`config.mk`:
```
export PLATFORM = sky130hd
export DESIGN_NAME = sbox_col_collect
export DESIGN_NICKNAME = d
export VERILOG_FILES = /design/src/rtl/sbox_col_collect.sv
export SDC_FILE = /design/constraint.sdc
export NUM_CORES = 1
export LEC_CHECK = 0
export ABC_CLOCK_PERIOD_IN_PS = 16900
export BUFFER_PORTS_ARGS = -buffer_cell sky130_fd_sc_hd__clkbuf_2
export CORE_AREA = 2 2 126 128
export DETAILED_ROUTE_END_ITERATION = 12
export DIE_AREA = 0 0 128 130
export PLACE_DENSITY = 0.83
export SETUP_SLACK_MARGIN = 0.2
export SLEW_MARGIN = 25
export SYNTH_ARGS = -nofsm -noshare
export SYNTH_HDL_FRONTEND = slang
export SYNTH_SLANG_ARGS = --single-unit
```
`constraint.sdc`:
```
create_clock -name clk -period 16.9 [get_ports clk]
set_clock_uncertainty 0.1 [all_clocks]
set_input_delay 4.225 -clock clk [delete_from_list [all_inputs] [get_ports clk]]
set_output_delay 4.225 -clock clk [all_outputs]
set_load 0.02 [all_outputs]
```
`src/rtl/sbox_col_collect.sv`:
```
// Collects one masked S-box output column per transfer into a 2-entry skid FIFO,
// tags it with its column index and forwards it; define SBOX_COL_REFRESH_EN to re-mask on write.
module sbox_col_collect #(
  parameter int d = 2
) (
  input  logic              clk,
  input  logic              rst,
  input  logic              flush,
  input  logic              in_valid,
  output logic              in_ready,
  input  logic [32*d-1:0]   in_sbox,
`ifdef SBOX_COL_REFRESH_EN
  input  logic [32*(d-1)-1:0] rnd_refresh,
`endif
  output logic              out_valid,
  input  logic              out_ready,
  output logic [32*d-1:0]   out_col,
  output logic [1:0]        out_idx,
  output logic              out_last
);

  localparam int W = 32 * d;

  // Handshake: a transfer happens on a rising edge where valid & ready are both high;
  // a producer holding valid keeps its data stable until ready, and ready never depends on valid.

  logic [W-1:0] mem_data [2];
  logic [1:0]   mem_idx  [2];
  logic         wr_ptr, rd_ptr, wr_ptr_nxt, rd_ptr_nxt;
  logic [1:0]   count, count_nxt;
  logic [1:0]   col_cnt, col_cnt_nxt;
  logic [W-1:0] head_data, head_data_nxt;
  logic [1:0]   head_idx, head_idx_nxt;
  logic [W-1:0] wdata;
  logic         wr_en, rd_en;

  assign in_ready  = (count != 2'd2);
  assign out_valid = (count != 2'd0);
  assign wr_en     = in_valid & in_ready & ~flush;
  assign rd_en     = out_valid & out_ready & ~flush;

  // Share-wise re-masking; the last share absorbs the XOR of all fresh masks so the
  // unmasked value is untouched. Each bit is refreshed independently of the others.
  always_comb begin
    wdata = in_sbox;
`ifdef SBOX_COL_REFRESH_EN
    for (int i = 0; i < 32; i++) begin
      logic acc;
      acc = 1'b0;
      for (int s = 0; s < d - 1; s++) begin
        wdata[i*d+s] = in_sbox[i*d+s] ^ rnd_refresh[i*(d-1)+s];
        acc          = acc ^ rnd_refresh[i*(d-1)+s];
      end
      wdata[i*d+d-1] = in_sbox[i*d+d-1] ^ acc;
    end
`endif
  end

  always_comb begin
    wr_ptr_nxt    = wr_ptr;
    rd_ptr_nxt    = rd_ptr;
    count_nxt     = count;
    col_cnt_nxt   = col_cnt;
    head_data_nxt = head_data;
    head_idx_nxt  = head_idx;
    if (flush) begin
      wr_ptr_nxt  = 1'b0;
      rd_ptr_nxt  = 1'b0;
      count_nxt   = 2'd0;
      col_cnt_nxt = 2'd0;
    end else begin
      if (wr_en) begin
        wr_ptr_nxt  = ~wr_ptr;
        col_cnt_nxt = col_cnt + 2'd1;
      end
      if (rd_en) rd_ptr_nxt = ~rd_ptr;
      count_nxt = count + 2'(wr_en) - 2'(rd_en);
    end
    // The output register mirrors the head entry; when the FIFO drains it keeps the last column.
    if (count_nxt != 2'd0) begin
      if (wr_en && (wr_ptr == rd_ptr_nxt)) begin
        head_data_nxt = wdata;
        head_idx_nxt  = col_cnt;
      end else begin
        head_data_nxt = mem_data[rd_ptr_nxt];
        head_idx_nxt  = mem_idx[rd_ptr_nxt];
      end
    end
  end

  always_ff @(posedge clk or posedge rst) begin
    if (rst) begin
      for (int i = 0; i < 2; i++) begin
        mem_data[i] <= '0;
        mem_idx[i]  <= '0;
      end
      wr_ptr    <= 1'b0;
      rd_ptr    <= 1'b0;
      count     <= 2'd0;
      col_cnt   <= 2'd0;
      head_data <= '0;
      head_idx  <= '0;
    end else begin
      if (wr_en) begin
        mem_data[wr_ptr] <= wdata;
        mem_idx[wr_ptr]  <= col_cnt;
      end
      wr_ptr    <= wr_ptr_nxt;
      rd_ptr    <= rd_ptr_nxt;
      count     <= count_nxt;
      col_cnt   <= col_cnt_nxt;
      head_data <= head_data_nxt;
      head_idx  <= head_idx_nxt;
    end
  end

  assign out_col  = head_data;
  assign out_idx  = head_idx;
  assign out_last = (head_idx == 2'd3);

endmodule

```
== Word-level counts from Yosys, hierarchy flattened ==
Cells that the tools add are included.
Cells by class
  order comparisons: 3
  mux-type cells: 21
  reductions and logical operators: 5
  bitwise gates (word level): 9
  eq/ne operators: 3
  add/subtract/negate cells: 3
Operator list (count)
  2-to-1 mux 64 bit: 5
  bitwise mux 128 bit: 1
  demux 64 bit (select 1 bit): 1
  2-to-1 mux 2 bit: 8
  nonzero test 2 bit: 3
  bitwise AND 1 bit: 4
  bitwise mux 4 bit: 1
  greater-or-equal comparator 2 bit (second input constant): 2
  2-to-1 mux 1 bit: 4
  inverter 1 -> 2 bit: 2
  inverter 1 bit: 3
  adder 2 x 1 -> 2 bit: 1
  adder 2 x 1 -> 2 bit (second input constant): 1
  demux 2 bit (select 1 bit): 1
  == test 2 bit (second input constant): 1
  logical AND 1 bit: 2
  less-than comparator 2 x 1 -> 1 bit (second input constant): 1
  != test 2 bit (second input constant): 1
  subtractor 2 x 1 -> 2 bit: 1
  == test 1 bit: 1
Word-level totals
  flip-flop bits (word level): 204
  output and inout port bits: 69
  input port bits: 69
  logic and storage cells: 54

== Longest topological paths before layout ==
  depth in word-level cells: 10
  gate-level depth with buffers: 12
  mapped depth without buffers: 9

== Worst setup path after synthesis ==
OpenSTA, ideal clock, no wires.
  path kind: input port to flip-flop
  from: input port flush
  to: register head_data[56], in the netlist out_col[56]
  setup slack: 10653 ps
  stages on the path: 12
  library setup time: 78 ps
  arrival: 6069 ps
  path buffers: 3
  required time: 16722 ps
  cells stage by stage: buf_2 nor2b_1 nand2_1 ha_1 inv_1 ha_1 xnor2_1 nor2_1 nor2_1 buf_2 clkbuf_1 o2bb2ai_1
Between the ends
  elaborated cells on any way between the ends: 16
  those cells by class: 2 x add/sub; 1 x eq/ne; 7 x mux; 4 x bitwise; 2 x reduce/logical
RTL lines
  from (decl): RTL line 8  | input logic flush,
  inverter 1 bit: RTL line 39, 40
  bitwise AND 1 bit: RTL line 39  | assign wr_en = in_valid & in_ready & ~flush;
  adder 2 x 1 -> 2 bit: RTL line 77  | count_nxt = count + 2'(wr_en) - 2'(rd_en);
  subtractor 2 x 1 -> 2 bit: RTL line 77
  2-to-1 mux 2 bit (*): RTL line 66  | if (flush) begin
  net count_nxt[1]: RTL line 30  | logic [1:0] count, count_nxt;
  nonzero test 2 bit (*): RTL line 80  | if (count_nxt != 2'd0) begin
  to (signal assigned): RTL line 112  | head_data <= head_data_nxt;
  to (decl): RTL line 32  | logic [W-1:0] head_data, head_data_nxt;
Mark *: on every way through the listed nets, which the timed path passes. The rest lies on a longest branch. The select of a mux whose other input is x is not followed.
A chain may end at the register's enable or synchronous reset.

== Worst setup path after layout ==
  from: input port flush
  to: register head_data[55], in the netlist out_col[55]
Between the ends
  word-level cells in the longest chain between the ends: 9
  elaborated cells on any way between the ends: 16
  those cells by class: 2 x add/sub; 1 x eq/ne; 7 x mux; 4 x bitwise; 2 x reduce/logical
RTL lines
  parallel branches: the longest is 9 deep, another holds adder 2 x 1 -> 2 bit
Parallel ways; which one is timed is not known. The select of a mux whose other input is x is not followed.

==> summary by stage <==
Job
The tool flagged a number of max-cap violations equal to 0.

Clocking
The longest clock path from root to sink contains 3 buffers. The insertion delay of the later-clocked pin in the worst-skew pair is 0.49 ns. The post-cts sizing count is 0. The number of hold buffers added after cts is 0.

The number of clock buffers inserted by TritonCTS is 21. The TritonCTS sink count is 204. The CTS tree is yes.

CTS built an H-tree with a depth of 1. The number of buffers inserted to repair setup after CTS is 0. The cell at the root of the clock tree is clkbuf_16. Clock-pin slew was measured on the worst setup and hold paths at 0.06 ns.

Power
Power spread over the standard cell area amounts to 185 mW/mm^2. The switching power is 0.000674 W. The fraction of power consumed by the clock network is 0.226. The total power is 0.00194 W. Of the total power, the share spent switching nets is 0.347. The leakage power of the design is 4.50 nW.

Internal power comes to 0.00127 W. Across the VDD grid, the largest voltage drop is 0.137 mV. The logic gate share of total power is 0.348.

The fraction of power consumed by sequential logic is 0.427.

Final layout
0 antenna diodes ended up in the layout. Registers take 0.00510 mm^2. From synthesis to final layout, the design area changed by 15.2%. In the final layout, the share of cells above drive strength 1 is 0.437.

The multi-input logic area is 0.00377 mm^2. The finished layout holds 1,004 standard cells, fillers aside. The net count of the finished layout is 873.

The fill cell total of the finished layout is 1,104.

Placement
The number of instances in the placed design is 971. The count of buffers inserted at the top-level ports is 137. Routability-driven placement finished with a final weighted congestion of 0.737. The placed wire-length estimate is 12,000 um.

Setup path
The data required time of the worst path is 17.20 ns. Traced cell by cell, the critical path runs through clkbuf_2 -> nor2b_1 -> and3_2 -> buf_4 -> mux2_4 -> a211oi_1 -> o2bb2ai_1. The worst-path cell with the longest stage delay is mux2_4. Data arrives at the worst endpoint at 7.00 ns.

The nature of the critical path endpoint is a register. The maximum net fanout on the critical path is 68. The nature of the critical path startpoint is a primary input. The critical path is of the in -> reg type.

The peak per-stage delay on the critical path is 1.02 ns.

Routing
The remaining design rule violation count is 0. The detail route stage leaves a number of antenna-violating nets equal to 0. In the routed layout, each cell is associated on average with a via count of 6.14. Summed over all layers, the routed wires come to 20,700 um. Detailed routing inserted a total of 6,166 vias. In the final routed layout, each cell accounts on average for 20.6 um.

Before antenna repair, the detailed router went through 4 iterations. The count of routing violations after the opening detailed-route iteration is 442.

Logic synthesis
Counting every instance in the synthesized netlist gives 693. The commonest cells after synthesis are dfrtp_1, mux2_2, and2_1, o2bb2ai_1, o21ai_0. Counting every net in the synthesized netlist gives 764. The fraction of the yosys area taken by sequential cells is 0.559. The Yosys step of the flow raised 0 warnings. The count of different cell masters after synthesis is 27. Yosys instantiated no cell more often than dfrtp_1. In this run, synthesis inferred 0 flip-flops with an integrated enable. The area share of the leading cell type in the synthesized netlist is 0.559.

Summing every instance area after synthesis gives 0.00914 mm^2. After synthesis, the share of flip-flops with an asynchronous set or reset is 1.00. Sorting the synthesized cells by area gives the leading types as dfrtp_1, mux2_2, o2bb2ai_1. dfrtp_1 takes more of the synthesized area than any other cell. The number of synthesized register bits is 204. The prevailing post-synth register cell is dfrtp_1. The synthesized area divided by synthesized cell count is 13.2 um^2.

STA
Setup repair after global routing left no endpoint under its margin. The final setup violation count is 0. Derived from the worst setup path, the maximum achievable clock frequency is 149 MHz. The setup total negative slack is 0 ns. The worst pin sits at a relative slew slack of 0.292.

The final worst-path cycle share is 0.397. The transition time at the pin with the least slew margin is 1.06 ns. The total count of max-transition violations in the final report is 0. The post-layout minimum cycle time is 6.70 ns.

The count of final hold-check violations is 0.

Min path
The path class of the tightest hold or removal check is reg -> reg.

GRT
The via count of the first global-routing pass is 6,528. The first global-routing pass estimated 33,600 um of wire. Across every metal layer, demand over resource in global routing totals 0.254. After global routing the overflow that remains totals 0. The initial antenna violation count is 0. Entering global routing, the biggest net connects 119 pins.

Status
The run finished with clean final reports.

Floorplanning
The die area is 0.0166 mm^2. From bottom edge to top edge, the die measures 130 um. The initial standard-cell utilization of the core is 0.592. The die is 128 um wide. The floorplan has 46 rows.

The number of top-level pins is 138. The core region is 0.0154 mm^2.
-- power groups by stage --
stage	clock network, W	registers [W]	logic (W)
3_3_place_gp	0	0.000820	0.000645
2_1_floorplan	0	0.000890	0.000413
4_1_cts	0.000446	0.000830	0.000682
5_1_grt	0.000464	0.000854	0.000735
3_5_place_dp	0	0.000834	0.000677
6_report	0.000438	0.000830	0.000675
-- final cells by class --
class / count / share of cell area
well taps: 192 / 0.0228
clock buffers: 31 / 0.0573
repair buffers: 145 / 0.0712
inverters: 3 / 0.00190
multi-input cells: 427 / 0.358
clock inverters: 2 / 0.00333
flip-flops and latches: 204 / 0.485
-- sequential cells by signal, indices dropped and copies added (netlist names) --
| register | flops |
|---|---|
| out_col | 64 |
| count | 2 |
| col_cnt | 2 |
| mem_data | 128 |
| rd_ptr | 1 |
| wr_ptr | 1 |
| out_idx | 2 |
| mem_idx | 4 |
-- worst max-delay path: cells and delay by family --
family	cells	cell delay, ns
multiplexers	1	1.02
buffers and inverters	2	0.91
AND/OR/NAND/NOR	2	0.44
AO/OA/AOI/OAI	2	0.35
-- final timing paths --
path / start / endpoint / slack (ns) / cells after the start
worst max-delay path: flush / out_col[55]$_DFFE_PP0P_ / 10.20 / 7
worst min-delay path: out_col[17]$_DFFE_PP0P_ / out_col[17]$_DFFE_PP0P_ / 0.39 / 1
worst max register to register: count[1]$_DFF_PP0_ / out_col[41]$_DFFE_PP0P_ / 13.51 / 7
worst min register to register: out_col[17]$_DFFE_PP0P_ / out_col[17]$_DFFE_PP0P_ / 0.39 / 1
max in group asynchronous: rst / mem_data[87]$_DFFE_PP0P_ / 11.61 / 3
min in group asynchronous: rst / out_col[53]$_DFFE_PP0P_ / 3.78 / 2
-- metal layers --
metal | vias up | share of wire | wire length, um | track usage
met2 | 192 | 0.50 | 10400 | 0.434
li1 | 2756 | - | - | -
met3 | 38 | 0.050 | 1040 | 0.0410
met1 | 3180 | 0.43 | 8790 | 0.335
met4 | 0 | 0.023 | 471 | 0.0873
met5 | - | 0 | 0 | 0
-- placed cells by master, fill, tap and decap left out, drive strengths merged --
master,instances
xor2,5
inv,2
buf,8
bufinv,1
nand2,2
clkinv,2
and3b,1
or2,1
mux2i,2
a211oi,66
nand3,1
ha,2
and2,67
nor2,7
xnor2,1
nand2b,1
and3,1
o21ai,67
o2bb2ai,66
nor2b,3
clkbuf,168
o21bai,1
dfrtp,204
mux2,133
-- logic make-up (layout without fill, tap and decap cells) --
| logic type | count (synthesis) | in the layout | share of synthesized area |
|---|---|---|---|
| buffers and inverters | 62 | 181 | 0.0342 |
| AND/OR/NAND/NOR | 84 | 84 | 0.0555 |
| flip-flops | 204 | 204 | 0.559 |
| multiplexers | 135 | 135 | 0.166 |
| adder cells (fa/ha/maj) | 2 | 2 | 0.00274 |
| AO/OA/AOI/OAI | 200 | 200 | 0.177 |
| XOR/XNOR | 6 | 6 | 0.00575 |
-- metrics by stage --
stage,setup slack (ns),instance area [um^2],hold slack [ns],util
after floorplan,7.01,9140,0.372,-
after global placement,9.82,9880,0.369,0.640
after detailed placement,9.68,9880,0.375,0.640
after CTS,10.20,10500,0.392,0.682
after global routing,10.03,10500,0.403,0.682
final,10.20,10500,0.390,0.682
Power figures use the tool's default switching activity.
